`src/rtl/pipe_pkg.sv`:
```
// Types and constants shared by the fetch, decode and hazard stages.
package pipe_pkg;

  typedef logic [15:0] word_t;

  localparam word_t      NOP_INSTR = 16'h0800;
  localparam logic [4:0] HALT_OPC  = 5'b00000;

  typedef enum logic [1:0] {
    REQ,
    WAIT,
    DISCARD,
    HALTED
  } fetch_state_t;

  function automatic logic is_halt(input word_t instr);
    return instr[15:11] == HALT_OPC;
  endfunction

endpackage

```
`src/rtl/fetch_skid.sv`:
```
// One-entry holding slot for an instruction that returns while the pipeline is stalled.
module fetch_skid
  import pipe_pkg::*;
(
  input  logic        clk,
  input  logic        rst,
  input  logic        load,
  input  logic        drain,
  input  logic        clear,
  input  logic [15:0] load_instr,
  input  logic [15:0] load_pc_plus2,
  output logic        valid,
  output logic [15:0] instr,
  output logic [15:0] pc_plus2
);

  // A flush beats a simultaneous load so no stale instruction survives a redirect.
  always_ff @(posedge clk) begin
    if (rst) begin
      valid    <= 1'b0;
      instr    <= NOP_INSTR;
      pc_plus2 <= '0;
    end else if (clear) begin
      valid <= 1'b0;
    end else if (load) begin
      valid    <= 1'b1;
      instr    <= load_instr;
      pc_plus2 <= load_pc_plus2;
    end else if (drain) begin
      valid <= 1'b0;
    end
  end

endmodule

```
`src/rtl/fetch_unit.sv`:
```
// Instruction-fetch stage: owns the PC, talks to instruction memory and feeds IF/ID.
module fetch_unit
  import pipe_pkg::*;
#(
  parameter logic [15:0] RESET_PC = 16'h0000
) (
  input  logic        clk,
  input  logic        rst,
  input  logic        hold,
  input  logic        redirect_en,
  input  logic [15:0] redirect_pc,
  output logic [15:0] imem_addr,
  output logic        imem_rd,
  input  logic [15:0] imem_data,
  input  logic        imem_done,
  output logic [15:0] if_instr,
  output logic [15:0] if_pc_plus2,
  output logic        if_valid,
  output logic        halted
);

  fetch_state_t state, state_nxt;
  word_t        pc, pc_nxt;
  word_t        pend_addr, pend_addr_nxt;
  word_t        instr_nxt, pc_plus2_nxt;
  logic         valid_nxt, halted_nxt;
  logic         rd, deliver;

  logic         sb_valid, sb_load, sb_drain, sb_clear;
  word_t        sb_instr, sb_pc_plus2;

  fetch_skid u_skid (
    .clk           (clk),
    .rst           (rst),
    .load          (sb_load),
    .drain         (sb_drain),
    .clear         (sb_clear),
    .load_instr    (imem_data),
    .load_pc_plus2 (pc + 16'd2),
    .valid         (sb_valid),
    .instr         (sb_instr),
    .pc_plus2      (sb_pc_plus2)
  );

  // After a redirect the PC already holds the target, so an outstanding access keeps its own address.
  assign imem_addr = (state == WAIT || state == DISCARD) ? pend_addr : pc;
  assign imem_rd   = rd && !rst;

  always_comb begin
    state_nxt     = state;
    pc_nxt        = pc;
    pend_addr_nxt = pend_addr;
    instr_nxt     = if_instr;
    pc_plus2_nxt  = if_pc_plus2;
    valid_nxt     = if_valid;
    halted_nxt    = halted;
    sb_load       = 1'b0;
    sb_drain      = 1'b0;
    sb_clear      = 1'b0;
    rd            = 1'b0;
    deliver       = 1'b0;

    case (state)
      REQ: begin
        rd = !hold && !sb_valid;
        if (rd && imem_done) deliver = 1'b1;
        else if (rd)         state_nxt = WAIT;
      end
      WAIT: begin
        rd = 1'b1;
        if (imem_done) begin
          deliver   = 1'b1;
          state_nxt = REQ;
        end
      end
      DISCARD: begin
        rd = 1'b1;
        if (imem_done) state_nxt = REQ;
      end
      HALTED: rd = 1'b0;
      default: state_nxt = REQ;
    endcase

    if (rd) pend_addr_nxt = imem_addr;

    if (deliver) begin
      pc_nxt = pc + 16'd2;
      if (!hold) begin
        instr_nxt    = imem_data;
        pc_plus2_nxt = pc + 16'd2;
        valid_nxt    = 1'b1;
        if (is_halt(imem_data)) begin
          state_nxt  = HALTED;
          halted_nxt = 1'b1;
        end
      end else begin
        sb_load = 1'b1;
      end
    end else if (!hold) begin
      if (state == REQ && sb_valid) begin
        instr_nxt    = sb_instr;
        pc_plus2_nxt = sb_pc_plus2;
        valid_nxt    = 1'b1;
        sb_drain     = 1'b1;
        if (is_halt(sb_instr)) begin
          state_nxt  = HALTED;
          halted_nxt = 1'b1;
        end
      end else begin
        instr_nxt = NOP_INSTR;
        valid_nxt = 1'b0;
      end
    end

    // Redirect overrides stall, delivery and halt; any data returning this cycle is dropped.
    if (redirect_en) begin
      pc_nxt     = redirect_pc & 16'hFFFE;
      instr_nxt  = NOP_INSTR;
      valid_nxt  = 1'b0;
      halted_nxt = 1'b0;
      sb_load    = 1'b0;
      sb_drain   = 1'b0;
      sb_clear   = 1'b1;
      state_nxt  = (rd && !imem_done) ? DISCARD : REQ;
    end
  end

  always_ff @(posedge clk) begin
    if (rst) begin
      state       <= REQ;
      pc          <= RESET_PC;
      pend_addr   <= RESET_PC;
      if_instr    <= NOP_INSTR;
      if_pc_plus2 <= '0;
      if_valid    <= 1'b0;
      halted      <= 1'b0;
    end else begin
      state       <= state_nxt;
      pc          <= pc_nxt;
      pend_addr   <= pend_addr_nxt;
      if_instr    <= instr_nxt;
      if_pc_plus2 <= pc_plus2_nxt;
      if_valid    <= valid_nxt;
      halted      <= halted_nxt;
    end
  end

endmodule

```
`config.mk`:
```
export PLATFORM = sky130hd
export DESIGN_NAME = fetch_unit
export DESIGN_NICKNAME = d
export VERILOG_FILES = /design/src/rtl/pipe_pkg.sv /design/src/rtl/fetch_skid.sv /design/src/rtl/fetch_unit.sv
export SDC_FILE = /design/constraint.sdc
export NUM_CORES = 1
export LEC_CHECK = 0
export ABC_CLOCK_PERIOD_IN_PS = 2390
export CAP_MARGIN = 20
export CELL_PAD_IN_SITES_DETAIL_PLACEMENT = 1
export CELL_PAD_IN_SITES_GLOBAL_PLACEMENT = 1
export CORE_UTILIZATION = 35
export CTS_CLUSTER_DIAMETER = 60
export DETAILED_ROUTE_END_ITERATION = 8
export GPL_TIMING_DRIVEN = 0
export PLACE_DENSITY_LB_ADDON = 0.1
export SLEW_MARGIN = 0
export SYNTH_ARGS = -nofsm -noshare
export SYNTH_HDL_FRONTEND = slang
export SYNTH_SLANG_ARGS = --single-unit
```
`constraint.sdc`:
```
create_clock -name clk -period 2.39 [get_ports clk]
set_input_delay 0.478 -clock clk [delete_from_list [all_inputs] [get_ports clk]]
set_output_delay 0.478 -clock clk [all_outputs]
set_load 0.1 [all_outputs]
```
==> impl_results.md <==
- Syn Inst Count: 525
- Die Y: 115 microns
- TNS Setup: 0 ns
- Top Family by Delay on Critical Path: buffers and inverters
- Max-cap viol count: 0
- Levels on crit path: 1
- WL final: 15300 microns
- Root buffer cell: clkbuf_16
- R2R setup slack: 0.09 ns
- WP data required: 1.91 ns
- Slew Viols, Final: 0
- Clock power frac: 36.6%
- Max Clk Rate: 0.427 GHz
- Setup Viol. Count Final: 0
- Sw frac: 32.0%
- YS warnings: 0
- Overall Power: 4.32 mW
- Via count: 4336
- Vias in the first global route: 4604
- Area share of the largest cell type after synthesis: 43.6%
- Pre-Repair DR Iteration Count: 4
- Final GP Congestion: 0.799
- Htree depth: 3
- First-pass GRT wire length: 24400 microns
- Slowest-stage cell, CP: clkdlybuf4s50_1
- Post-route setup slack: 0.0455 ns
- Netlist cell types: 56
- Pwr/cell area: 704 nW/um^2
- Util after Layout: 48.8%
- # fillers: 1464
- Mean Syn Cell Area: 8.58 sq um
- Fin nets: 665
- Total track usage: 24.5%
- Final Hold Vio Count: 0
- Crit share post-route: 98.1%
- Worst-path clk slew: 0.07 ns
- Clock skew: 0.00349 ns
- Total Die Area: 13300 sq um
- Diode count: 0
- Asr flop ratio synth: 0%
- CTS tree: yes
- Top-count cell post-synth: dfxtp_1
- NetSw: 1.38 mW
- Startpoint Class: register
- HPWL after DPL: 11100 microns
- Number of buffers and inverters on the critical path: 1
- Crit path DAT: 1.87 ns
- Comb power frac: 23.1%
- Least-Margin Pin Slew: 0.978 ns
- Initial DRC count: 240
- Yosys reg bits: 98
- Core ar.: 12600 sq um
- Area leader, netlist: dfxtp_1
- Routed Antenna Nets: 0
- Type of the worst setup path: register to output port
- Worst-case clock buffer depth: 2
- Initial Utilization: 35.8%
- Worst min path class: register to register
- Syn Std Cell Area: 4500 sq um
- Post-synth EDFFs: 0
- Main area contributors after synthesis: dfxtp_1, nor2_1, nand2_1
- Pre-CTS WS: -1.19 ns
- Worst Setup End Kind: output port
- Via density: 5.42
- Mapped Nets: 566
- VDD IR-drop max: 0.000378 V
- Reg2reg path depth: 7
- Worst slew margin: 34.6%
- CP cell instances: clkdlybuf4s50_1
- Seq/Total Area, Yosys: 43.6%
- RSZ-0062 raised after global routing: true
- Synth Flop Type: dfxtp_1
- IO Port Bufs: 82
- Num CTS Buffers: 9
- Sequential share of power: 40.4%
- Io pins: 88
- Worst-skew pair later-pin latency: 0.35 ns
- Minimum clock period: 2.34 ns
- Die width: 115 microns
- Critical Path Max Stage Delay: 1.15 ns
- Syn-to-layout area delta: 36.1%
- Routed len/inst: 19.1 microns
- Leak: 2.20 nW
- Status: complete, no violations
- P_int: 2.94 mW
- Proportion of layout cells with a drive suffix above 1: 16.6%
- Highest net fanout along the worst path: 2
- Total grt overflow: 0
- Hold path cells: 2
- Initial antenna violation count: 0
- DRC: 0
- Top post-synthesis cells by count: dfxtp_1, nor2_1, nand2_1
- Sink Count: 98
- Largest net degree at the start of global routing: 17
- # rows: 41
## cell usage in the layout, fill, tap and decap left out, types with 10 or more instances in the layout
cell type / n
nand2_1: 52
buf_2: 12
buf_4: 15
a211oi_1: 23
a21oi_1: 35
o21ai_0: 13
dfxtp_1: 94
clkdlybuf4s50_1: 63
clkbuf_1: 20
a222oi_1: 15
clkbuf_16: 10
nor2_1: 69
a311oi_1: 14
mux2i_1: 16
## final timing paths
| path | from | endpoint |
|---|---|---|
| min | halted | halted |
| min reg2reg | halted | halted |
| max reg2reg | state[1] | u_skid.pc_plus2[14] |
| max | if_instr[1] | if_instr[1] |
## stage by stage
stage	hold WS (ns)	std cells	cell area, sq um
final	0.454	800	6130
after global routing	0.482	800	6130
after CTS	0.460	799	6060
after detailed placement	0.444	779	5600
after global placement	0.440	779	5600
after floorplan	0.422	525	4570
## cells by family (layout without fill, tap and decap cells)
logic type	count (synthesis)	after routing	synth area share, %
xor+xnor	13	13	2.53
other cells	1	1	0.0833
fa+ha+maj	4	4	1.11
buf+inv	60	163	5.47
simple gates	182	182	18.8
compound gates	138	138	21.6
flops	98	98	43.6
mux	29	29	6.81
## sequential cells by signal, indices dropped and copies added, names as in the netlist
name and count:
halted 1, if_instr 16, if_pc_plus2 15, if_valid 1, pc 15, pend_addr 16
state 2, u_skid.instr 16, u_skid.pc_plus2 15, u_skid.valid 1
## layout make-up
type                            count  area [sq um]  area share [%]
Tap cell                          172           215            3.51
Sequential cell                    98          1970            32.2
Clock buffer                        9           225            3.67
Clock inverter                      6          90.1            1.47
Inverter                           14          53.8           0.878
Multi-Input combinational cell    367          2400            39.2
Timing Repair Buffer               91           913            14.9
Buffer                             43           255            4.16
## worst min-delay path, stage by stage, from the launching register on
cell	delay (ns)
dfxtp_1	0.31
inv_1	0.05
a21oi_1	0.05
## power groups by stage
stage | clock network (mW) | logic (mW) | registers, mW
2_1_floorplan | 0 | 0.513 | 1.92
5_1_grt | 1.68 | 1.06 | 1.75
4_1_cts | 1.60 | 0.987 | 1.74
3_3_place_gp | 0 | 0.921 | 1.78
6_report | 1.58 | 0.997 | 1.74
3_5_place_dp | 0 | 0.932 | 1.78
## per-layer routing
metal  global-route usage, %  routed length, microns  vias up
li1                        -                       -     2092
met1                    29.6                    6630     2134
met2                    42.4                    7720       93
met3                    5.81                     693       17
met4                    8.40                     261        0
met5                       0                       0        -
## what timing repair did
item | CTS | global route
hold buffers | 0 | 0
gates resized for setup | 139 | 26
buffers inserted | 6 | 3
setup endpoints to repair | 84 | 58
pin swaps | 1 | 2
No activity file was read; power rests on OpenSTA's default activity.
